`src/rtl/fb_switch_sequencer_if.sv`:
```
// fb_switch_sequencer_if: frame-start/busy/ack handshakes and status outputs of the bank-switch sequencer
interface fb_switch_sequencer_if #(
  parameter int CNT_W = 16
);
  logic             wr_frame_start;
  logic             rd_frame_start;
  logic             wr_busy;
  logic             rd_busy;
  logic             wr_sw_ack;
  logic             rd_sw_ack;
  logic             wr_sw;
  logic             rd_sw;
  logic             wr_frame_go;
  logic             rd_frame_go;
  logic [CNT_W-1:0] frame_drop_cnt;
  logic [CNT_W-1:0] frame_repeat_cnt;
  logic             timeout_err;
  modport master (
    input  wr_frame_start, rd_frame_start, wr_busy, rd_busy, wr_sw_ack, rd_sw_ack,
    output wr_sw, rd_sw, wr_frame_go, rd_frame_go, frame_drop_cnt, frame_repeat_cnt, timeout_err
  );
  modport slave (
    output wr_frame_start, rd_frame_start, wr_busy, rd_busy, wr_sw_ack, rd_sw_ack,
    input  wr_sw, rd_sw, wr_frame_go, rd_frame_go, frame_drop_cnt, frame_repeat_cnt, timeout_err
  );
endinterface

```
`src/rtl/fb_switch_sequencer.sv`:
```
// fb_switch_sequencer: per-side frame FSMs issuing bank-switch requests and DMA go pulses; FB_SEQ_STATUS_EN adds status counters/error
module fb_switch_sequencer #(
  parameter int FB_NUM      = 2,
  parameter int ACK_TIMEOUT = 255,
  parameter int CNT_W       = 16
) (
  input logic                   ddr_clk,
  input logic                   rst,
  fb_switch_sequencer_if.master bus
);
  typedef enum logic [1:0] {IDLE, DRAIN, REQ, GO} state_t;
  localparam bit PAIRED = FB_NUM == 2;
  localparam int TW = ACK_TIMEOUT > 1 ? $clog2(ACK_TIMEOUT) : 1;
  logic [1:0]    start, busy, ack, tmo, bad_start, sw_q, go_q;
  state_t        state_q [2];
  state_t        state_d [2];
  logic [TW-1:0] timer_q [2];
  logic [TW-1:0] timer_d [2];
  assign start = {bus.rd_frame_start, bus.wr_frame_start};
  assign busy  = {bus.rd_busy, bus.wr_busy};
  assign ack   = {bus.rd_sw_ack, bus.wr_sw_ack};
  // next state per side (0 = write, 1 = read); ack is checked before timeout so it wins a tie
  always_comb begin
    for (int s = 0; s < 2; s++) begin
      state_d[s]   = state_q[s];
      timer_d[s]   = timer_q[s];
      tmo[s]       = 1'b0;
      bad_start[s] = 1'b0;
      case (state_q[s])
        IDLE: state_d[s] = start[s] ? DRAIN : IDLE;
        DRAIN: begin
          timer_d[s]   = '0;
          bad_start[s] = start[s];
          state_d[s]   = busy[s] ? DRAIN : REQ;
        end
        REQ: begin
          bad_start[s] = start[s];
          timer_d[s]   = ack[s] ? timer_q[s] : timer_q[s] + TW'(1);
          tmo[s]       = !ack[s] && ACK_TIMEOUT != 0 && timer_q[s] == TW'(ACK_TIMEOUT - 1);
          state_d[s]   = (ack[s] || tmo[s]) ? GO : REQ;
        end
        GO: state_d[s] = start[s] ? DRAIN : IDLE;
      endcase
    end
  end
  // state, timers, and request/go outputs registered from the next state so sw is low in GO
  always_ff @(posedge ddr_clk or posedge rst) begin
    if (rst) begin
      state_q <= '{IDLE, IDLE};
      timer_q <= '{default: '0};
      sw_q    <= '0;
      go_q    <= '0;
    end else begin
      state_q <= state_d;
      timer_q <= timer_d;
      go_q    <= {state_d[1] == GO, state_d[0] == GO};
      sw_q    <= PAIRED ? {2{state_d[0] == REQ && state_d[1] == REQ}} : {state_d[1] == REQ, state_d[0] == REQ};
    end
  end
  assign bus.wr_sw       = sw_q[0];
  assign bus.rd_sw       = sw_q[1];
  assign bus.wr_frame_go = go_q[0];
  assign bus.rd_frame_go = go_q[1];
`ifdef FB_SEQ_STATUS_EN
  logic [CNT_W-1:0] drop_q, repeat_q;
  logic             err_q;
  // saturating timeout counters; error is sticky until reset
  always_ff @(posedge ddr_clk or posedge rst) begin
    if (rst) begin
      drop_q   <= '0;
      repeat_q <= '0;
      err_q    <= 1'b0;
    end else begin
      if (tmo[0] && !(&drop_q)) drop_q <= drop_q + CNT_W'(1);
      if (tmo[1] && !(&repeat_q)) repeat_q <= repeat_q + CNT_W'(1);
      if (|bad_start || (!PAIRED && |tmo)) err_q <= 1'b1;
    end
  end
  assign bus.frame_drop_cnt   = drop_q;
  assign bus.frame_repeat_cnt = repeat_q;
  assign bus.timeout_err      = err_q;
`else
  logic unused_status;
  assign unused_status        = ^{tmo, bad_start};
  assign bus.frame_drop_cnt   = '0;
  assign bus.frame_repeat_cnt = '0;
  assign bus.timeout_err      = 1'b0;
`endif
endmodule
```
`src/flat_wrapper.sv`:
```
// flat-port wrapper written by rule: the top's interface ports become plain ports
module fb_switch_sequencer_flat 
#(
  parameter int FB_NUM      = 2,
  parameter int ACK_TIMEOUT = 255,
  parameter int CNT_W       = 16
)
  (ddr_clk, rst, bus_wr_frame_start, bus_rd_frame_start, bus_wr_busy, bus_rd_busy, bus_wr_sw_ack, bus_rd_sw_ack, bus_wr_sw, bus_rd_sw, bus_wr_frame_go, bus_rd_frame_go, bus_frame_drop_cnt, bus_frame_repeat_cnt, bus_timeout_err);
  fb_switch_sequencer_if #(.CNT_W(CNT_W)) bus_i ();
  input logic ddr_clk;
  input logic rst;
  input wire logic [$bits(bus_i.wr_frame_start)-1:0] bus_wr_frame_start;
  input wire logic [$bits(bus_i.rd_frame_start)-1:0] bus_rd_frame_start;
  input wire logic [$bits(bus_i.wr_busy)-1:0] bus_wr_busy;
  input wire logic [$bits(bus_i.rd_busy)-1:0] bus_rd_busy;
  input wire logic [$bits(bus_i.wr_sw_ack)-1:0] bus_wr_sw_ack;
  input wire logic [$bits(bus_i.rd_sw_ack)-1:0] bus_rd_sw_ack;
  output wire logic [$bits(bus_i.wr_sw)-1:0] bus_wr_sw;
  output wire logic [$bits(bus_i.rd_sw)-1:0] bus_rd_sw;
  output wire logic [$bits(bus_i.wr_frame_go)-1:0] bus_wr_frame_go;
  output wire logic [$bits(bus_i.rd_frame_go)-1:0] bus_rd_frame_go;
  output wire logic [$bits(bus_i.frame_drop_cnt)-1:0] bus_frame_drop_cnt;
  output wire logic [$bits(bus_i.frame_repeat_cnt)-1:0] bus_frame_repeat_cnt;
  output wire logic [$bits(bus_i.timeout_err)-1:0] bus_timeout_err;
  assign bus_i.wr_frame_start = bus_wr_frame_start;
  assign bus_i.rd_frame_start = bus_rd_frame_start;
  assign bus_i.wr_busy = bus_wr_busy;
  assign bus_i.rd_busy = bus_rd_busy;
  assign bus_i.wr_sw_ack = bus_wr_sw_ack;
  assign bus_i.rd_sw_ack = bus_rd_sw_ack;
  assign bus_wr_sw = bus_i.wr_sw;
  assign bus_rd_sw = bus_i.rd_sw;
  assign bus_wr_frame_go = bus_i.wr_frame_go;
  assign bus_rd_frame_go = bus_i.rd_frame_go;
  assign bus_frame_drop_cnt = bus_i.frame_drop_cnt;
  assign bus_frame_repeat_cnt = bus_i.frame_repeat_cnt;
  assign bus_timeout_err = bus_i.timeout_err;
  fb_switch_sequencer #(.FB_NUM(FB_NUM), .ACK_TIMEOUT(ACK_TIMEOUT), .CNT_W(CNT_W)) u_core (.ddr_clk(ddr_clk), .rst(rst), .bus(bus_i));
endmodule
```
`config.mk`:
```
export PLATFORM = sky130hd
export DESIGN_NAME = fb_switch_sequencer_flat
export DESIGN_NICKNAME = d
export VERILOG_FILES = /design/src/rtl/fb_switch_sequencer_if.sv /design/src/rtl/fb_switch_sequencer.sv /design/src/flat_wrapper.sv
export SDC_FILE = /design/constraint.sdc
export NUM_CORES = 1
export LEC_CHECK = 0
export BUFFER_PORTS_ARGS = -buffer_cell sky130_fd_sc_hd__clkbuf_2
export CAP_MARGIN = 20
export CORE_MARGIN = 10
export CORE_UTILIZATION = 42
export DETAILED_ROUTE_END_ITERATION = 10
export PLACE_DENSITY = 0.68
export SLEW_MARGIN = 20
export SYNTH_ARGS = -nofsm -noshare
export SYNTH_HDL_FRONTEND = slang
export SYNTH_SLANG_ARGS = --single-unit
```
`constraint.sdc`:
```
create_clock -name ddr_clk -period 3.3 [get_ports ddr_clk]
set_input_delay 0 -clock ddr_clk [delete_from_list [all_inputs] [get_ports ddr_clk]]
set_output_delay 0 -clock ddr_clk [all_outputs]
set_load 0.005 [all_outputs]
```
# Word level (Yosys, flattened, before mapping)

Cells that the tools add are included.

Output and inout bits: 37
Register bits: 23

Mux-type cells: 12
Add/sub/neg operators: 2
Reduce and logical (&&, ||, !) cells: 15
Equality and inequality tests: 14

Operators by type and width:

| kind                | count |
|---|---|
| $pmux 8 s2          | 2 |
| $add 8x1->8 const B | 2 |
| $eq 2x2->1 const B  | 8 |
| $eq 8x8->1 const B  | 2 |
| $mux 8              | 2 |
| $pmux 2 s3          | 2 |
| $eq 2x1->1 const B  | 2 |
| $logic_not 2->1     | 2 |
| $mux 1              | 4 |
| $mux 2              | 2 |
| $ne 2x2->1 const B  | 2 |
| $reduce_and 2->1    | 2 |
| $reduce_bool 2->1   | 2 |
| $reduce_or 2->1     | 2 |
| $logic_and 1x1->1   | 3 |
| $logic_not 1->1     | 2 |
| $logic_or 1x1->1    | 2 |

# Depth between registers and ports, before layout

Depth after elaboration: 7
Gate-level depth with buffers: 7
Depth with buffers taken out: 6

# Least setup slack after synthesis

OpenSTA, ideal clock, no wires.

Path kind: register -> register
From: reg u_core.state_q[0] (netlist name)
To: reg u_core.timer_q[7] (netlist name)
Library setup time: 120 ps
Cell stages (with the launch flop): 7
Setup slack: 1790 ps
Period minus slack after synthesis: 1510 ps
Buffers on the path: 0
Arrival: 1389 ps
Required time: 3180 ps
Cells stage by stage: dfrtp_1 inv_1 ha_1 nand2b_1 a211oi_2 a31oi_1 a41o_1

Cells in the longest elaborated chain, start to end: 3
Elaborated cells on any way between the ends: 6
Those cells by class: 3 x eq/ne; 1 x mux; 2 x reduce/logical

Ends and longest elaborated chain:

| what                                                             | line                      | source |
|---|---|---|
| start: declaration                                               | fb_switch_sequencer.sv:15 | `state_t state_q [2];` |
| start signal: assignment                                         | fb_switch_sequencer.sv:49 | `state_q <= '{IDLE, IDLE};` |
| start signal: assignment                                         | fb_switch_sequencer.sv:54 | `state_q <= state_d;` |
| $eq 2x2->1 or $eq 2x1->1 (tied branches)                         | fb_switch_sequencer.sv:29 | `case (state_q[s])` |
| $ne 2x2->1 (no source line) or $reduce_bool 2->1 (tied branches) | --                        |  |
| $reduce_and 2->1 (no source line)                                | --                        |  |
| end signal: assignment                                           | fb_switch_sequencer.sv:55 | `timer_q <= timer_d;` |
| end: declaration                                                 | fb_switch_sequencer.sv:17 | `logic [TW-1:0] timer_q [2];` |

Several ways; a longest one is shown, not always the timed one.
A chain may end at the register's enable or synchronous reset.

# Worst setup path in the final report

Ends and elaborated chain as after synthesis.

==> flow_summary.ini <==
[logic_synthesis]
synth_top_area_share_pct = 37.6
synth_top_area_cell = dfrtp_1
synthCells = 162
yosysWarnings = 0
synth_cell_types = 34
synth.avg_cell_area_um2 = 9.46
synth_seq_cells = 23
ys_top_cells_by_area = dfrtp_1 38%, buf_4 17%, ha_1 6.5%
seq_area_frac_synth_pct = 37.6
synthesis.area_um2 = 1530

[drt]
drt_iter0_drc = 80
vias_per_cell = 4.58
dr.pass1.iters = 4
drc_errors = 0
wl_per_cell_um = 12.3
routed_wirelength_um = 2720
vias = 1012
final_antenna_net_count = 0

[floorplan]
fp.dieH_um = 80.4
core-area_um2 = 3440
dieArea_um2 = 6470
die_w_um = 80.4
rows = 21
start_util_pct = 44.5
io-pin-count = 45

[timing]
period_share_pct = 53.9
drv_slew = 0
finalClockSkew_ns = 0.00408
maxSlewHeadroom_pct = 42.4
tightest_slew_ns = 0.863
hold_viol = 0
setup_tns_ns = 0
setup_ws_ns = 1.52
max_freq_mhz = 562
finalCriticalPeriod_ns = 1.78
setup_viol = 0
rsz0062_at_grt = false

[job]
cap_violations = 0

[critical_path]
cp.arrival_ns = 1.94
worst_path_largest_cell_delay_ns = 0.50
critical_path_class = flop to flop
critPathSlowestCell = ha_1
crit_buf_inv = 1
crit_required_ns = 3.46
cp_top_family = compound AO/OA/AOI/OAI gates
end_kind = flop
crit_chain = inv_1, ha_1, nand2b_4, a211oi_2, a31oi_1, a41o_1
startpoint_type = flop
crit_fanout = 17

[cts]
clk_pin_slew_ns = 0.08
htree_levels = 1
cts_setup_buffers = 0
cts_tree = done
clock_latency_ns = 0.26
cts_root_buf = clkbuf_8
cts.path.max_buffers = 2
clock_sinks = 23
cts_buffers = 3

[finish]
nets = 192
final_design_area_no_fill_um2 = 1570
nFillCells = 337
drive_gt1_share_pct = 13.1
syn_to_final_growth_pct = 2.12
diodes = 0

[run_status]
status = complete, no violations

[pwr]
vdd_drop_max_uv = 156
p_leak_nw = 0.764
power_density_nw_per_um2 = 611

[global_route]
grt_pass1_wl_um = 4370
grt_max_degree = 24
antenna_found_initial = 0
grt_pass1_vias = 983
grt.total_usage_pct = 8.18
overflow = 0

[placement]
port_buffers = 11
pre_cts_ws_ns = 1.52
dp_hpwl_um = 2090
place_congestion = 0.810
dpl_cell_area_um2 = 1490

[worst_hold_path]
hold_path_class = input pin to flop
synthesized netlist by cell type:
| cell type | number |
|---|---|
| a21boi_0 | 1 |
| xnor2_1 | 5 |
| mux2i_1 | 3 |
| o21ai_1 | 6 |
| inv_1 | 9 |
| dfrtp_1 | 23 |
| xor2_1 | 2 |
| a41o_1 | 1 |
| nand2b_4 | 1 |
| a31oi_1 | 2 |
| a22oi_1 | 2 |
| nor4b_2 | 1 |
| o31ai_1 | 1 |
| nand3_1 | 3 |
| and2_1 | 1 |
| o21ai_0 | 4 |
| buf_4 | 34 |
| nand2_1 | 9 |
| nand4_1 | 5 |
| conb_1 | 1 |
| mux2_2 | 2 |
| nand2b_1 | 4 |
| buf_6 | 1 |
| o21a_1 | 1 |
| and3_1 | 1 |
| nor2_1 | 11 |
| a211oi_2 | 3 |
| or2_2 | 1 |
| buf_2 | 2 |
| a21oi_1 | 6 |
| nor2b_1 | 5 |
| and3b_1 | 1 |
| o2111ai_1 | 2 |
| ha_1 | 8 |
logic make-up (layout without fill, tap and decap cells):
| group | count (synthesis) | in the layout | share of synthesized area [%] |
|---|---|---|---|
| multiplexers | 5 | 5 | 3.43 |
| AO/OA/AOI/OAI | 29 | 29 | 12.7 |
| adder cells (fa/ha/maj) | 8 | 8 | 6.53 |
| flip-flops | 23 | 23 | 37.6 |
| other | 1 | 33 | 0.245 |
| XOR/XNOR | 7 | 7 | 4.00 |
| buffers and inverters | 46 | 27 | 20.2 |
| AND/OR/NAND/NOR | 43 | 43 | 15.3 |
power breakdown:
part	internal (mW)	leakage (nW)	switching [mW]
logic	0.162	0.427	0.238
clock network	0.0843	0.0255	0.0919
registers	0.338	0.311	0.0421
total	0.584	0.764	0.372
sequential cells by signal, summed over array words and instances (netlist names):
name	cells
u_core.sw_q	1
u_core.timer_q	16
u_core.go_q	2
u_core.state_q	4
stage by stage:
stage                     std cells  util [%]  hold WS [ns]  power (mW)
after floorplan                 194         -       0.00192       0.730
after global placement          214      43.3         0.194       0.776
after detailed placement        214      43.3         0.192       0.780
after CTS                       221      45.5        0.0813       0.966
after global routing            221      45.5         0.122        1.04
final                           221      45.5        0.0863       0.957
timing repair:
action                                 in CTS  in global routing
hold buffers                                3                  0
endpoints found under the hold margin      26                  0
gates resized for setup                     0                  0
cell type report:
| class | count | area [µm²] | area share, % |
|---|---|---|---|
| multi-input combinational | 125 | 767 | 49.0 |
| sequential | 23 | 576 | 36.8 |
| timing repair buffer | 14 | 85.1 | 5.44 |
| tap | 46 | 57.6 | 3.68 |
| clock buffer | 3 | 41.3 | 2.64 |
| inverter | 9 | 33.8 | 2.16 |
| clock inverter | 1 | 5.00 | 0.320 |
worst register-to-register path, cell delays in order (launching register included):
cell and delay [ns]:
dfrtp_1 0.38, inv_1 0.06, ha_1 0.50, nand2b_4 0.08
a211oi_2 0.33, a31oi_1 0.13, a41o_1 0.21
worst paths after layout:
check / start / end / slack, ns / cells after the start
setup / recovery: u_core.state_q[0] / u_core.timer_q[7] / 1.52 / 6
hold / removal: bus_wr_sw_ack / u_core.timer_q[10] / 0.09 / 4
setup reg to reg: u_core.state_q[0] / u_core.timer_q[7] / 1.52 / 6
hold reg to reg: u_core.timer_q[4] / u_core.timer_q[4] / 0.52 / 1
max in group asynchronous: rst / u_core.timer_q[7] / 2.34 / 3
min in group asynchronous: rst / u_core.timer_q[14] / 0.43 / 3
metal layers:
metal	part of all wire [%]	track usage [%]
met1	47	10.3
met2	42	12.3
met3	8.2	2.12
met4	2.6	4.75
met5	0	0
cells in the final DEF, fill, tap and decap left out, types with 3 or more instances in the layout:
| master | netlist | final |
|---|---|---|
| a211oi_2 | 3 | 3 |
| a21oi_1 | 6 | 6 |
| clkbuf_2 | 0 | 11 |
| clkbuf_8 | 0 | 3 |
| conb_1 | 1 | 33 |
| dfrtp_1 | 23 | 23 |
| dlygate4sd3_1 | 0 | 3 |
| ha_1 | 8 | 8 |
| inv_1 | 9 | 9 |
| mux2i_1 | 3 | 3 |
| nand2_1 | 9 | 9 |
| nand2b_1 | 4 | 4 |
| nand3_1 | 3 | 3 |
| nand4_1 | 5 | 5 |
| nor2_1 | 11 | 11 |
| nor2b_1 | 5 | 5 |
| o21ai_0 | 4 | 4 |
| o21ai_1 | 6 | 6 |
| xnor2_1 | 5 | 5 |
No activity file was read; power rests on OpenSTA's default activity.
